File: config.mk
export PLATFORM = sky130hd
export DESIGN_NAME = hazard_scoreboard_ctrl
export DESIGN_NICKNAME = d
export VERILOG_FILES = /design/src/rtl/hazard_scoreboard_ctrl.sv
export SDC_FILE = /design/constraint.sdc
export NUM_CORES = 1
export LEC_CHECK = 0
export ABC_AREA = 1
export CAP_MARGIN = 5
export CORE_ASPECT_RATIO = 0.8
export CORE_MARGIN = 2
export CORE_UTILIZATION = 42
export DETAILED_ROUTE_END_ITERATION = 8
export PLACE_DENSITY = 0.61
export REMOVE_ABC_BUFFERS = 1
export SETUP_SLACK_MARGIN = 0.05
export SYNTH_ARGS = -nofsm -noshare
export SYNTH_HDL_FRONTEND = slang
export SYNTH_SLANG_ARGS = --single-unit
File: constraint.sdc
create_clock -name clk -period 4.35 [get_ports clk]
set_clock_uncertainty 0.1 [all_clocks]
set_input_delay 0.87 -clock clk [delete_from_list [all_inputs] [get_ports clk]]
set_output_delay 0.87 -clock clk [all_outputs]
set_load 0.1 [all_outputs]
File: src/rtl/hazard_scoreboard_ctrl.sv
// ID->EX issue scheduler: per-register countdown scoreboard for RAW/WAW stalls,
// wrong-path squash after taken branches/jumps, and the registered EX bubble.
module hazard_scoreboard_ctrl #(
  parameter int NREGS       = 32,
  parameter int REG_AW      = 5,
  parameter int WB_LAT      = 3,
  parameter int FLUSH_SLOTS = 1,
  parameter int CNT_W       = 16
) (
  input  logic              clk,
  input  logic              rst,
  input  logic              id_valid,
  input  logic [REG_AW-1:0] id_rs,
  input  logic [REG_AW-1:0] id_rt,
  input  logic              id_uses_rs,
  input  logic              id_uses_rt,
  input  logic              id_writes_reg,
  input  logic [REG_AW-1:0] id_rd,
  input  logic              ex_redirect,
  output logic              stall,
  output logic              issue,
  output logic              kill_id,
  output logic              ex_nop,
  output logic [NREGS-1:0]  busy_mask,
  output logic [CNT_W-1:0]  stall_cycles
);

  localparam logic [2:0] WB_LOAD    = 3'(WB_LAT);
  localparam logic [1:0] FLUSH_LOAD = 2'(FLUSH_SLOTS - 1);

  logic [2:0] cnt [NREGS];
  logic [1:0] squash_cnt;
  logic       rs_busy, rt_busy, rd_busy, haz;

  // Handshake: ID offers an instruction with id_valid; it is consumed (moves to
  // EX) only in a cycle with issue=1, discarded with kill_id=1, and must be held
  // unchanged while stall=1. Exactly one of the three is set when id_valid=1.
  always_comb begin
    rs_busy = id_uses_rs    && (id_rs != '0) && (cnt[id_rs] != 3'd0);
    rt_busy = id_uses_rt    && (id_rt != '0) && (cnt[id_rt] != 3'd0);
    rd_busy = id_writes_reg && (id_rd != '0) && (cnt[id_rd] != 3'd0);
    haz     = rs_busy || rt_busy || rd_busy;
  end

  assign kill_id = id_valid && (ex_redirect || (squash_cnt != 2'd0));
  assign stall   = id_valid && haz && !kill_id;
  assign issue   = id_valid && !haz && !kill_id;

  // A fresh write reservation overrides the countdown; r0 is never reserved.
  always_ff @(posedge clk or posedge rst) begin
    if (rst) begin
      for (int i = 0; i < NREGS; i++) cnt[i] <= 3'd0;
    end else begin
      for (int i = 0; i < NREGS; i++) begin
        if (issue && id_writes_reg && (i != 0) && (id_rd == i[REG_AW-1:0]))
          cnt[i] <= WB_LOAD;
        else if (cnt[i] != 3'd0)
          cnt[i] <= cnt[i] - 3'd1;
      end
    end
  end

  always_comb begin
    busy_mask = '0;
    for (int i = 0; i < NREGS; i++) busy_mask[i] = (cnt[i] != 3'd0);
  end

  // Remaining wrong-path slots only count down when a valid instruction is killed.
  always_ff @(posedge clk or posedge rst) begin
    if (rst)
      squash_cnt <= 2'd0;
    else if (ex_redirect)
      squash_cnt <= FLUSH_LOAD;
    else if (id_valid && (squash_cnt != 2'd0))
      squash_cnt <= squash_cnt - 2'd1;
  end

  always_ff @(posedge clk or posedge rst) begin
    if (rst) ex_nop <= 1'b1;
    else     ex_nop <= !issue;
  end

  always_ff @(posedge clk or posedge rst) begin
    if (rst)
      stall_cycles <= '0;
    else if (stall && (stall_cycles != '1))
      stall_cycles <= stall_cycles + 1'b1;
  end

endmodule

After elaboration in Yosys (flattened, before gate mapping)
Index checks and enable logic that the tools add are counted.
{"block": "totals", "word_cells": 302, "out_inout_bits": 52, "regBits": 115}
{"block": "op_classes", "reduce_logical": 122, "addsub": 34, "n_eq_ne": 32, "magnitude_cmp": 3, "n_mux": 73, "bitwise": 3}
{"operator": "$mux W3", "n": 68}
{"operator": "$reduce_bool A3 Y1", "n": 35}
{"operator": "$sub A3 B1 Y3 const B", "n": 32}
{"operator": "$eq A5 B5 Y1 const B", "n": 16}
{"operator": "$reduce_bool A2 Y1", "n": 33}
{"operator": "$bmux W3 S5", "n": 3}
{"operator": "$logic_and A1 B1 Y1", "n": 45}
{"operator": "$eq A5 B4 Y1 const B", "n": 8}
{"operator": "$eq A5 B3 Y1 const B", "n": 4}
{"operator": "$ge A6 B6 Y1 const B", "n": 3}
{"operator": "$not A5 Y6", "n": 3}
{"operator": "$add A16 B1 Y16 const B", "n": 1}
{"operator": "$ne A16 B16 Y1 const B", "n": 1}
{"operator": "$reduce_bool A5 Y1", "n": 3}
{"operator": "$eq A5 B2 Y1 const B", "n": 2}
{"operator": "$eq A5 B1 Y1 const B", "n": 1}
{"operator": "$mux W2", "n": 2}
{"operator": "$logic_not A1 Y1", "n": 3}
{"operator": "$logic_or A1 B1 Y1", "n": 3}
{"operator": "$sub A2 B1 Y2 const B", "n": 1}

Longest topological paths before layout
Gate-level depths: netlist of the first run.
{"block": "depth", "depth_word": 14, "depth_mapped": 19}

Worst setup path after synthesis of the first run
OpenSTA, ideal clock, no wires.
{"block": "synth_path", "kind": "in2out", "startpoint": "input id_rd[1]", "endpoint": "output issue", "path_buffers": 3, "path_stages": 18, "slack_ns": 0.523, "arrival_ns": 2.857, "path_cell_list": "buf_6 inv_8 nor2_2 buf_6 nand2_2 nand2_1 nor2_1 nand3_1 nand2_1 nand2_1 inv_2 nand2_1 nand3_2 nand2_2 nor2_4 buf_12 nand2_1 inv_1"}
{"block": "synth_between", "elab_chain_len": 10}
{"element": "from (decl)", "line_no": "18", "text": "input logic [REG_AW-1:0] id_rd,"}
{"element": "$not A5 Y6 (implied by the code)", "line_no": "41", "text": "rd_busy = id_writes_reg && (id_rd != '0) && (cnt[id_rd] != 3'd0);"}
{"element": "$bmux W3 S5", "line_no": "41"}
{"element": "$mux W3 (implied by the code) (2 in series)", "line_no": "41"}
{"element": "$reduce_bool A3 Y1", "line_no": "41"}
{"element": "$logic_and A1 B1 Y1 *", "line_no": "41"}
{"element": "$logic_or A1 B1 Y1 *", "line_no": "42", "text": "haz = rs_busy || rt_busy || rd_busy;"}
{"element": "$logic_not A1 Y1 *", "line_no": "47", "text": "assign issue = id_valid && !haz && !kill_id;"}
{"element": "$logic_and A1 B1 Y1 * (2 in series)", "line_no": "47"}
{"element": "to (decl)", "line_no": "21", "text": "output logic issue,"}
Every way passes the cells marked *; elsewhere a longest branch is shown, timed or not. The select of a mux whose other input is x is not followed.

Worst setup path in the final report of the first run
Same ends and word-level chain as after synthesis.

==> results of run 1 <==
[area by class of cell]
class / instances / area, µm² / share of cell area
clock buffer: 17 / 425.4 / 0.04004
clock inverter: 15 / 170.2 / 0.01602
inverter: 211 / 804.5 / 0.07573
multi-input combinational: 886 / 5080 / 0.4782
sequential: 115 / 2879 / 0.2710
tap: 269 / 336.6 / 0.03168
timing repair buffer: 95 / 928.4 / 0.08739
[how the worst min path moves through the flow]
stage,depth (start not counted),startpoint,endpoint
after global placement,2,cnt[22]$_DFFE_PP0P_,cnt[22]$_DFFE_PP0P_
final,2,cnt[40]$_DFFE_PP0P_,cnt[40]$_DFFE_PP0P_
after CTS,2,cnt[40]$_DFFE_PP0P_,cnt[40]$_DFFE_PP0P_
after floorplan,2,cnt[22]$_DFFE_PP0P_,cnt[22]$_DFFE_PP0P_
after detailed placement,2,cnt[82]$_DFFE_PP0P_,cnt[82]$_DFFE_PP0P_
after global routing,2,cnt[31]$_DFFE_PP0P_,cnt[31]$_DFFE_PP0P_
[state kept, by name, indices dropped and copies added (netlist names)]
signal,cells
squash_cnt,2
ex_nop,1
stall_cycles,16
cnt,96
[routing by layer]
metal / vias to the layer above / global-route usage / share of wire
met5: - / 0 / 0
met4: 0 / 0.07440 / 0.020
met1: 3747 / 0.3455 / 0.50
met3: 35 / 0.04528 / 0.067
met2: 277 / 0.3308 / 0.41
li1: 4128 / - / -
[timing repair]
action / 4_1_cts / 5_1_grt
endpoints found under the hold margin: 0 / 0
setup endpoints to repair: 1 / 2
resized for setup: 1 / 5
[power breakdown]
group | internal [W] | switching [W] | total [W]
Clock | 0.000858 | 0.000580 | 0.00144
Combinational | 0.00138 | 0.00304 | 0.00442
Sequential | 0.00159 | 0.000404 | 0.00199
Total | 0.00383 | 0.00403 | 0.00785
[worst register-to-register path, stage by stage (launching register included)]
cell and delay (ns):
sky130_fd_sc_hd__dfrtp_1 0.45, sky130_fd_sc_hd__ha_1 0.23, sky130_fd_sc_hd__nand3_1 0.17, sky130_fd_sc_hd__inv_1 0.13, sky130_fd_sc_hd__nand2_1 0.12, sky130_fd_sc_hd__inv_1 0.08, sky130_fd_sc_hd__nand4_1 0.62, sky130_fd_sc_hd__nand3_2 0.59
sky130_fd_sc_hd__nand2_1 0.09, sky130_fd_sc_hd__nand2_1 0.09
[stage by stage]
step | std cells | instance area (µm²) | util
2_1_floorplan | 1212 | 8746 | -
3_3_place_gp | 1576 | 10010 | 0.4795
3_5_place_dp | 1576 | 10010 | 0.4795
4_1_cts | 1608 | 10610 | 0.5083
5_1_grt | 1608 | 10620 | 0.5089
6_report | 1608 | 10620 | 0.5089
[synth_stat cells (all sizes together)]
cell type	instances	share of area
xnor2	3	0.0029
nand4	55	0.086
nand2	343	0.15
ha	66	0.091
xor2	12	0.012
a21oi	23	0.013
o41ai	1	0.00097
and2	2	0.0014
clkinv	1	0.00042
o21ai	114	0.071
nor4	2	0.0014
nor2	163	0.072
clkbuf	5	0.0021
buf	28	0.030
dfstp	1	0.0029
inv	210	0.088
nand3	90	0.052
o211ai	4	0.0033
o22ai	1	0.00069
nor3	7	0.0039
dfrtp	114	0.32
[cells by family after synthesis]
| logic type | Yosys count | synth area share |
|---|---|---|
| adders and majority gates | 66 | 0.09144 |
| xor gates and xnor gates | 15 | 0.01455 |
| AOI/OAI and AO/OA | 143 | 0.08922 |
| buffers and inverters | 244 | 0.1204 |
| DFF | 115 | 0.3188 |
| and+or+nand+nor | 662 | 0.3656 |
==> impl_summary.txt, run 1 <==
----------------------------------------------------
[Run status]
  Result of the run ... complete, no violations

[Global routing]
  Initial antenna violation count ... 0
  First-pass GRT wire length ... 41100 µm
  Total gr overflow ... 0
  GRT Total Usage ... 0.2303
  Via count of the first global-routing pass ... 7748
  Largest net degree at the start of global routing ... 65

[Worst setup path]
  Reg-to-reg slack, setup ... roughly 1.6 ns
  Worst Path Arrival ... slightly above 3 ns
  Kind of capture point of the worst setup path ... primary output
  Delay of the slowest cell on the worst path ... ~0.45 ns
  Buffers & Inverters on Critical Path ... 7
  Slowest cell on the critical path ... sky130_fd_sc_hd__clkdlybuf4s50_1
  R2r worst-path depth ... 9
  Critical path depth ... 19
  Worst Path Max Fanout ... 14
  Cell with the most instances on the worst path ... sky130_fd_sc_hd__nand2_1
  Origin of the worst setup path ... id_rd[1]
  Launch point of the worst reg-to-reg path ... stall_cycles[0]$_DFFE_PP0P_
  Worst path cell trace ... clkdlybuf4s50_1, buf_12, inv_8, nor2_2, buf_4, nand2_2, nand2_1, nor2_1, nand3_1, nand2_1, nand2_1, inv_2, nand2_1, nand3_2, nand2_2, nor2_4, nand2_1, inv_1, buf_12
  Cell type group with the largest total delay on the critical path ... buffers and inverters
  Sort of element at the start of the critical path ... primary input
  Worst setup path class ... in2out
  Req. time, crit path ... 3.38 ns
  Worst Setup EP ... issue
  Terminus of the critical flop-to-flop path ... stall_cycles[6]$_DFFE_PP0P_

[Detailed routing]
  Total via count in the routed design ... about 8200
  Per-cell routed wire length ... 15.32 µm
  Mean number of vias per cell ... 5.091
  First-pass detailed-route iteration total ... 7
  Iter 0 DRT Violations ... 722
  Post-detailed-route count of antenna-violating nets ... 0
  Post-route DRC ... 0
  Drt total wl ... 24630 µm

[Placed design]
  IO Port Bufs ... 73
  Routability-driven placement congestion ratio ... 0.9876
  HPWL after DPL ... around 19000 µm
  Placement Setup Slack ... -0.03695 ns

[Pwr]
  Leakage dissipation ... 5.459 nW
  Total Power Consumption ... 0.007853 W
  Ratio of total power to cell area ... 739.1 nW/µm²
  Peak supply drop ... ~0.00046 V

[CTS]
  Clock slew at reported path FFs ... 0.06 ns
  TritonCTS Sinks ... 115
  Total CTS buffers ... 17
  Number of buffers inserted by hold repair at cts ... 0
  Postcts setup bufs ... 0
  CTS Root Cell ... sky130_fd_sc_hd__clkbuf_16
  H-tree depth ... 4
  Clock Latency Late Sink ... around 0.44 ns
  Clock tree from TritonCTS ... built
  Clk buf depth ... 2

[Synthesis]
  Seq cells post-synth ... 115
  Number of unique standard cell types used by synthesis ... 34
  Syn. warnings ... 0
  Cells after synthesis ... 1245
  Sequential share of the synthesized area ... 0.3188
  Netlist area before placement ... 9031 µm²
  Synth Area per Inst ... 7.254 µm²

[Cells and area]
  Number of fill cells ... 2018
  Final #Nets ... 1414
  Most frequent standard cell in the layout excluding fill and tap cells ... sky130_fd_sc_hd__nand2_1
  Number of antenna repair diodes ... 0
  Fraction of layout cells with a size suffix above 1 ... 0.1479
  Commonest non-fill, non-tap cells in the layout ... sky130_fd_sc_hd__nand2_1, sky130_fd_sc_hd__inv_1, sky130_fd_sc_hd__nor2_1
  Area growth, synth to finish ... 17.64%

[Floorplanning]
  Number of placement rows ... between 40 and 50
  Height of the die ... about 140 µm
  Initial Utilization ... 0.4326
  Number of placed I/O pins ... between 70 and 80
  Width of the die ... 167.9 µm
  Area of the placeable core ... 20880 µm²
  Die area ... 22700 µm²

[STA]
  Fmax ... approximately 250 MHz
  Ratio of final minimum period to clock period ... 0.9357
  Unrepaired setup endpoints after global routing ... false
  Crit path time final ... 4.070 ns
  Final setup vio count ... 0
  Headroom to the max-slew limit ... 0.3431
  Number of slew-limit violations in the final report ... 0
  Hold WS ... 0.4145 ns
  Transition time of the tightest slew-check pin ... ~1 ns
  Minimum setup slack in the final design ... about 0.28 ns
  Setup TNS after final layout ... 0 ns
  Number of hold-slack violations in the final timing report ... 0

[Worst hold path]
  Class of the tightest hold or removal check ... reg2reg

[Run]
  Maximum capacitance violations ... 0

----------------------------------------------------
Power figures use the tool's default switching activity.
==> inputs of run 2 (changes only) <==
--- a/config.mk
+++ b/config.mk
@@ -11,9 +11,8 @@
 export CORE_MARGIN = 2
 export CORE_UTILIZATION = 42
 export DETAILED_ROUTE_END_ITERATION = 8
-export PLACE_DENSITY = 0.61
+export PLACE_DENSITY = 0.63
 export REMOVE_ABC_BUFFERS = 1
-export SETUP_SLACK_MARGIN = 0.05
 export SYNTH_ARGS = -nofsm -noshare
 export SYNTH_HDL_FRONTEND = slang
 export SYNTH_SLANG_ARGS = --single-unit
==> constraint.sdc (replaced) <==
create_clock -name clk -period 3.5 [get_ports clk]
set_clock_uncertainty 0.1 [all_clocks]
set_input_delay 0.7 -clock clk [delete_from_list [all_inputs] [get_ports clk]]
set_output_delay 0.7 -clock clk [all_outputs]
set_load 0.1 [all_outputs]
==> run 2 against run 1 <==
  * Critical path depth down 4
  * Die area unchanged
  * Clock-buffer cell count grew 1
  * Power grew 23%
  * Final cell count up 2.3%
  * Clock power increased by 18%
  * Sequential power increased by 23%
  * Register-to-register slack worse by 0.77 ns
  * Utilization is 1.2 points higher
  * Flip-flop and latch count did not move
  * Largest power group unchanged
==> impl_summary.txt, run 2 (synthesis gave the netlist of run 1 again) <==
----------------------------------------------------
[Run status]
  Result of the run ... complete, no violations

[Detailed routing]
  First-pass detailed-route iteration total ... 6
  Per-cell routed wire length ... 14.89 µm
  Drt total wl ... approximately 24000 µm
  Iter 0 DRT Violations ... between 500 and 600
  Post-detailed-route count of antenna-violating nets ... 0
  Mean number of vias per cell ... 5.013
  Total via count in the routed design ... between 8000 and 9000
  Post-route DRC ... 0

[STA]
  Crit path time final ... 3.392 ns
  Transition time of the tightest slew-check pin ... 0.8246 ns
  Setup TNS after final layout ... 0 ns
  Fmax ... 294.8 MHz
  Ratio of final minimum period to clock period ... 0.9693
  Final setup vio count ... 0
  Number of hold-slack violations in the final timing report ... 0
  Unrepaired setup endpoints after global routing ... false
  Headroom to the max-slew limit ... 0.4503
  Number of slew-limit violations in the final report ... 0
  Hold WS ... a little over 0.4 ns

[Cells and area]
  Area growth, synth to finish ... 20.52%
  Number of fill cells ... 2022
  Largest registers ... cnt x96, stall_cycles x16, squash_cnt x2
  Commonest non-fill, non-tap cells in the layout ... sky130_fd_sc_hd__nand2_1, sky130_fd_sc_hd__inv_1, sky130_fd_sc_hd__nor2_1
  Fraction of layout cells with a size suffix above 1 ... 0.1991
  Final cell count without fillers ... roughly 1600
  Final #Nets ... 1451
  Number of flip-flops under the largest register name ... 96
  Reg with most FFs ... cnt
  Most frequent standard cell in the layout excluding fill and tap cells ... sky130_fd_sc_hd__nand2_1
  Number of antenna repair diodes ... 0
  Post-layout util ... 0.5214
  Final std cell area, no fill ... 10880 µm²

[CTS]
  Clock tree from TritonCTS ... built
  Clock Latency Late Sink ... approximately 0.43 ns
  Number of buffers inserted by hold repair at cts ... 0
  H-tree depth ... 4
  Total CTS buffers ... 17
  Clk buf depth ... 2
  Clock slew at reported path FFs ... approximately 0.060 ns
  TritonCTS Sinks ... 115
  CTS Root Cell ... sky130_fd_sc_hd__clkbuf_16

[Global routing]
  Gr busiest metal ... met2
  First-pass GRT wire length ... 39900 µm
  Via count of the first global-routing pass ... 7595
  GRT Total Usage ... 0.2236
  Largest net degree at the start of global routing ... 47
  Total gr overflow ... 0
  GR met3 Demand/Resource ... 0.03272
  Initial antenna violation count ... 0
  Met2 GRT Util ... 0.3349
  Met1 track demand over resource ... 0.3302

[Worst setup path]
  Worst Path Arrival ... 2.59 ns
  Sort of element at the start of the critical path ... primary input
  Critical path depth ... 15
  Worst path cell trace ... dlygate4sd2_1, buf_6, inv_4, nor2_4, buf_4, o21ai_0, nand4_1, a21oi_1, nand3_1, nand3_2, nand2_2, nor2_4, nand2_2, inv_2, buf_12
  Worst Path Max Fanout ... 7
  R2r worst-path depth ... 15
  Delay of the slowest cell on the worst path ... 0.24 ns
  Buffers & Inverters on Critical Path ... 6
  Kind of capture point of the worst setup path ... primary output
  Req. time, crit path ... 2.70 ns
  Cell type group with the largest total delay on the critical path ... buffers and inverters
  Slowest cell on the critical path ... sky130_fd_sc_hd__dlygate4sd2_1
  Worst setup path class ... in2out

[Floorplanning]
  Area of the placeable core ... between 20000 and 25000 µm²
  Initial Utilization ... 0.4326
  Width of the die ... 167.9 µm
  Height of the die ... 135.2 µm
  Die area ... between 20000 and 25000 µm²
  Number of placed I/O pins ... 74
  Number of placement rows ... 47

[Placed design]
  HPWL after DPL ... around 19000 µm
  Routability-driven placement congestion ratio ... 0.9091
  IO Port Bufs ... 73
  Dpl cells ... between 1500 and 2000
  Area of placed instances ... between 10000 and 15000 µm²

[Pwr]
  Ratio of total power to cell area ... a little under 900 nW/µm²
  Peak supply drop ... 0.0006463 V
  Leakage dissipation ... 5.678 nW

[Worst hold path]
  Worst Hold Depth ... 2
  Class of the tightest hold or removal check ... reg2reg

[Run]
  Maximum capacitance violations ... 0

----------------------------------------------------
==> run 2: cell count changes in the layout (fill, tap and decap cells not counted), sizes merged <==
cell           previous run  this run
inv                     217       216
clkbuf                   17        19
clkinv                    5         8
bufinv                    2         1
dlymetal6s2s              4         1
clkdlybuf4s50            49        13
dlygate4sd2               0         4
clkdlybuf4s15             0         1
buf                      42       111
clkinvlp                  2         1
==> run 2: path summary, 6_finish.rpt <==
kind	endpoint	startpoint	slack [ns]
setup / recovery	issue	id_rd[0]	0.11
max in group asynchronous	ex_nop$_DFF_PP1_	rst	2.12
setup reg to reg	cnt[89]$_DFFE_PP0P_	cnt[36]$_DFFE_PP0P_	0.84
min in group asynchronous	stall_cycles[2]$_DFFE_PP0P_	rst	0.52
hold reg to reg	cnt[22]$_DFFE_PP0P_	cnt[22]$_DFFE_PP0P_	0.42
hold / removal	cnt[22]$_DFFE_PP0P_	cnt[22]$_DFFE_PP0P_	0.42
==> run 2: metrics by stage <==
stage | worst slack (ns) | power, W
after CTS | 0.1208 | 0.009716
after detailed placement | -0.2320 | 0.007955
final | 0.1075 | 0.009670
after floorplan | -3.184 | 0.006653
after global placement | -0.2221 | 0.007828
after global routing | 0.004297 | 0.01054
==> run 2: repair_timing <==
| action | 4_1_cts | 5_1_grt |
|---|---|---|
| gates resized for setup | 20 | 5 |
| endpoints found under the setup margin | 2 | 2 |
| gates cloned | 2 | 0 |
| pin swaps | 13 | 1 |
| buffers inserted | 2 | 2 |
==> run 2: cell type report <==
class,count,area (µm²),area share
sequential,115,2879,0.2645
timing repair buffer,131,1196,0.1099
tap,269,336.6,0.03092
inverter,211,812.0,0.07461
multi-input combinational,886,5087,0.4674
clock buffer,18,439.2,0.04035
timing repair inverter,1,6.256,0.0005748
clock inverter,14,127.6,0.01173
==> run 2: power breakdown <==
part | internal (W) | total, W | switching, W | leakage [nW]
registers | 0.00197 | 0.00244 | 0.000469 | 1.38
clock network | 0.00100 | 0.00170 | 0.000697 | 0.282
logic | 0.00173 | 0.00553 | 0.00380 | 4.01
==> run 2: worst reg2reg max path, stage by stage, from the launching register on <==
cell                      delay (ns)
sky130_fd_sc_hd__dfrtp_1        0.40
sky130_fd_sc_hd__nor2_1         0.26
sky130_fd_sc_hd__nand2_1        0.16
sky130_fd_sc_hd__nand2_1        0.10
sky130_fd_sc_hd__nand2_1        0.05
sky130_fd_sc_hd__o21ai_1        0.10
sky130_fd_sc_hd__and2_1         0.13
sky130_fd_sc_hd__nand3_1        0.09
sky130_fd_sc_hd__nand3_2        0.11
sky130_fd_sc_hd__nand2_2        0.07
sky130_fd_sc_hd__nor2_4         0.17
sky130_fd_sc_hd__buf_4          0.16
sky130_fd_sc_hd__buf_12         0.25
sky130_fd_sc_hd__nand4_1        0.24
sky130_fd_sc_hd__nand2_1        0.13
sky130_fd_sc_hd__inv_1          0.04
==> run 2: layer usage <==
layer / vias up / part of all wire / wire length, µm
met2: 221 / 0.42 / 10360
met1: 3788 / 0.51 / 12400
met3: 30 / 0.056 / 1365
met4: 0 / 0.015 / 371
met5: - / 0 / 0
li1: 4207 / - / -
==> inputs of run 3 (changes only) <==
--- a/config.mk
+++ b/config.mk
@@ -11,7 +11,7 @@
 export CORE_MARGIN = 2
 export CORE_UTILIZATION = 42
 export DETAILED_ROUTE_END_ITERATION = 8
-export PLACE_DENSITY = 0.63
+export PLACE_DENSITY = 0.6
 export REMOVE_ABC_BUFFERS = 1
 export SYNTH_ARGS = -nofsm -noshare
 export SYNTH_HDL_FRONTEND = slang
==> run 3 against run 2 <==
  * Final cell count rose by 0.12%
  * Critical endpoint unchanged
  * Highest routed layer unchanged
  * Hold slack improved by 0.0023 ns
  * Sequential share of layout area fell by 0.36 points
==> impl_summary.txt, run 3 (synthesis gave the netlist of run 1 again) <==
----------------------------------------------------
[Placed design]
  Dpl cells ... between 1500 and 2000
  Area of placed instances ... 10310 µm²
  HPWL after DPL ... 18950 µm
  Routability-driven placement congestion ratio ... roughly 0.97
  IO Port Bufs ... 73

[CTS]
  CTS Root Cell ... sky130_fd_sc_hd__clkbuf_16
  Clock slew at reported path FFs ... 0.06 ns
  Clock Latency Late Sink ... 0.43 ns
  TritonCTS Sinks ... 115
  Clock tree from TritonCTS ... built
  Clk buf depth ... 2
  H-tree depth ... 4
  Total CTS buffers ... 17

[Detailed routing]
  Drt total wl ... 24770 µm
  Iter 0 DRT Violations ... roughly 570
  Total via count in the routed design ... 8312
  Post-route DRC ... 0
  Mean number of vias per cell ... 5.047
  Per-cell routed wire length ... 15.04 µm
  Post-detailed-route count of antenna-violating nets ... 0
  First-pass detailed-route iteration total ... 5

[Floorplanning]
  Initial Utilization ... 0.4326
  Die area ... 22700 µm²
  Width of the die ... about 170 µm
  Area of the placeable core ... 20880 µm²
  Number of placement rows ... 47
  Number of placed I/O pins ... 74
  Height of the die ... 135.2 µm

[Worst setup path]
  Worst path cell trace ... clkdlybuf4s15_1, inv_2, nand2_2, inv_1, a21oi_1, nand4_1, nand2_1, nand2_2, a21oi_2, nor2_2, nor2_4, nand2_2, inv_2, buf_12
  Worst Path Arrival ... 2.59 ns
  Req. time, crit path ... 2.70 ns
  Launch point of the worst reg-to-reg path ... cnt[36]$_DFFE_PP0P_
  Slowest cell on the critical path ... sky130_fd_sc_hd__clkdlybuf4s15_1
  Kind of capture point of the worst setup path ... primary output
  Reg-to-reg slack, setup ... 0.74 ns
  Terminus of the critical flop-to-flop path ... cnt[89]$_DFFE_PP0P_
  Delay of the slowest cell on the worst path ... 0.34 ns
  Cell with the most instances on the worst path ... sky130_fd_sc_hd__nand2_2
  Origin of the worst setup path ... id_rs[0]
  Worst setup path class ... in2out
  Sort of element at the start of the critical path ... primary input
  R2r worst-path depth ... 16
  Worst Path Max Fanout ... 5

[Global routing]
  Total gr overflow ... 0
  First-pass GRT wire length ... about 40000 µm
  Via count of the first global-routing pass ... slightly below 8000
  Initial antenna violation count ... 0
  GRT Total Usage ... 0.2276
  Largest net degree at the start of global routing ... 48

[STA]
  Ratio of final minimum period to clock period ... 0.9680
  Unrepaired setup endpoints after global routing ... false
  Setup TNS after final layout ... 0 ns
  Number of hold-slack violations in the final timing report ... 0
  Transition time of the tightest slew-check pin ... between 0.8 and 0.9 ns
  Number of slew-limit violations in the final report ... 0
  Final setup vio count ... 0
  Crit path time final ... 3.388 ns
  Headroom to the max-slew limit ... 0.4353
  Fmax ... approximately 300 MHz

[Cells and area]
  Fraction of layout cells with a size suffix above 1 ... 0.2090
  Final std cell area, no fill ... between 10000 and 15000 µm²
  Most frequent standard cell in the layout excluding fill and tap cells ... sky130_fd_sc_hd__nand2_1
  Reg with most FFs ... cnt
  Post-layout util ... 0.5285
  Number of fill cells ... 2050
  Area growth, synth to finish ... 22.17%
  Number of flip-flops under the largest register name ... 96
  Largest registers ... cnt x96, stall_cycles x16, squash_cnt x2
  Final cell count without fillers ... 1647
  Number of antenna repair diodes ... 0
  Final #Nets ... 1453
  Commonest non-fill, non-tap cells in the layout ... sky130_fd_sc_hd__nand2_1, sky130_fd_sc_hd__inv_1, sky130_fd_sc_hd__nor2_1

[Worst hold path]
  Hold wc startpoint ... cnt[34]$_DFFE_PP0P_
  Worst Hold Depth ... 2
  Hold Crit Endpoint ... cnt[34]$_DFFE_PP0P_
  Class of the tightest hold or removal check ... reg2reg

[Pwr]
  Ratio of total power to cell area ... 877.5 nW/µm²
  Peak supply drop ... approximately 0.00057 V
  Leakage dissipation ... 5.734 nW
  Total Power Consumption ... 0.009681 W

[Run]
  Maximum capacitance violations ... 0

[Run status]
  Result of the run ... complete, no violations

----------------------------------------------------
==> run 3: changes by cell type in the layout (fill, tap and decap cells not counted), sizes merged <==
cell | before | now
dlygate4sd2 | 4 | 3
buf | 111 | 113
clkinvlp | 1 | 3
dlymetal6s2s | 1 | 3
clkinv | 8 | 9
inv | 216 | 213
clkbuf | 19 | 17
bufbuf | 0 | 1
==> run 3: layout make-up <==
type                            count  area [µm²]  share of cell area
Multi-Input combinational cell    886        5127              0.4647
Sequential cell                   115        2879              0.2609
Timing Repair Buffer              134        1321              0.1198
Inverter                          211       809.5             0.07337
Clock buffer                       17       425.4             0.03856
Tap cell                          269       336.6             0.03051
Clock inverter                     15       133.9             0.01213
==> run 3: worst max path at each step <==
| stage | endpoint | slack, ns | cells after the start |
|---|---|---|---|
| 6_report | issue | 0.11 | 14 |
| 2_1_floorplan | issue | -3.18 | 7 |
| 3_3_place_gp | issue | -0.24 | 14 |
| 5_1_grt | issue | 0.009 | 19 |
| 4_1_cts | issue | 0.002 | 15 |
| 3_5_place_dp | issue | -0.23 | 14 |
==> run 3: where the power goes <==
part / switching [W] / internal (W) / total [W]
Sequential: 0.000476 / 0.00197 / 0.00245
Clock: 0.000702 / 0.000979 / 0.00168
Combinational: 0.00380 / 0.00175 / 0.00555
==> run 3: per-layer routing <==
| metal | wire length (µm) | vias up | global-route usage |
|---|---|---|---|
| li1 | - | 4212 | - |
| met1 | 12420 | 3840 | 0.3306 |
| met2 | 10730 | 224 | 0.3499 |
| met3 | 1222 | 36 | 0.04207 |
| met4 | 397 | 0 | 0.05845 |
| met5 | 0 | - | 0 |
==> run 3: worst max-delay path, delay by kind of cell <==
kind / cells / cell delay, ns
and+or+nand+nor: 7 / 0.80
buffers and inverters: 5 / 0.78
AOI/OAI and AO/OA: 2 / 0.29
==> run 3: metrics by stage <==
stage | hold WS [ns] | setup slack (ns)
6_report | 0.4179 | 0.1122
5_1_grt | 0.4361 | 0.008730
4_1_cts | 0.4177 | 0.002330
3_3_place_gp | 0.3992 | -0.2438
2_1_floorplan | 0.3830 | -3.184
3_5_place_dp | 0.3979 | -0.2308
==> run 3: what timing repair did <==
| action | in CTS | in global routing |
|---|---|---|
| endpoints found under the setup margin | 2 | 2 |
| cloned | 1 | 0 |
| resized for setup | 13 | 27 |
| buffers inserted | 4 | 1 |
| hold buffers | 0 | 0 |
| pin swaps | 10 | 13 |
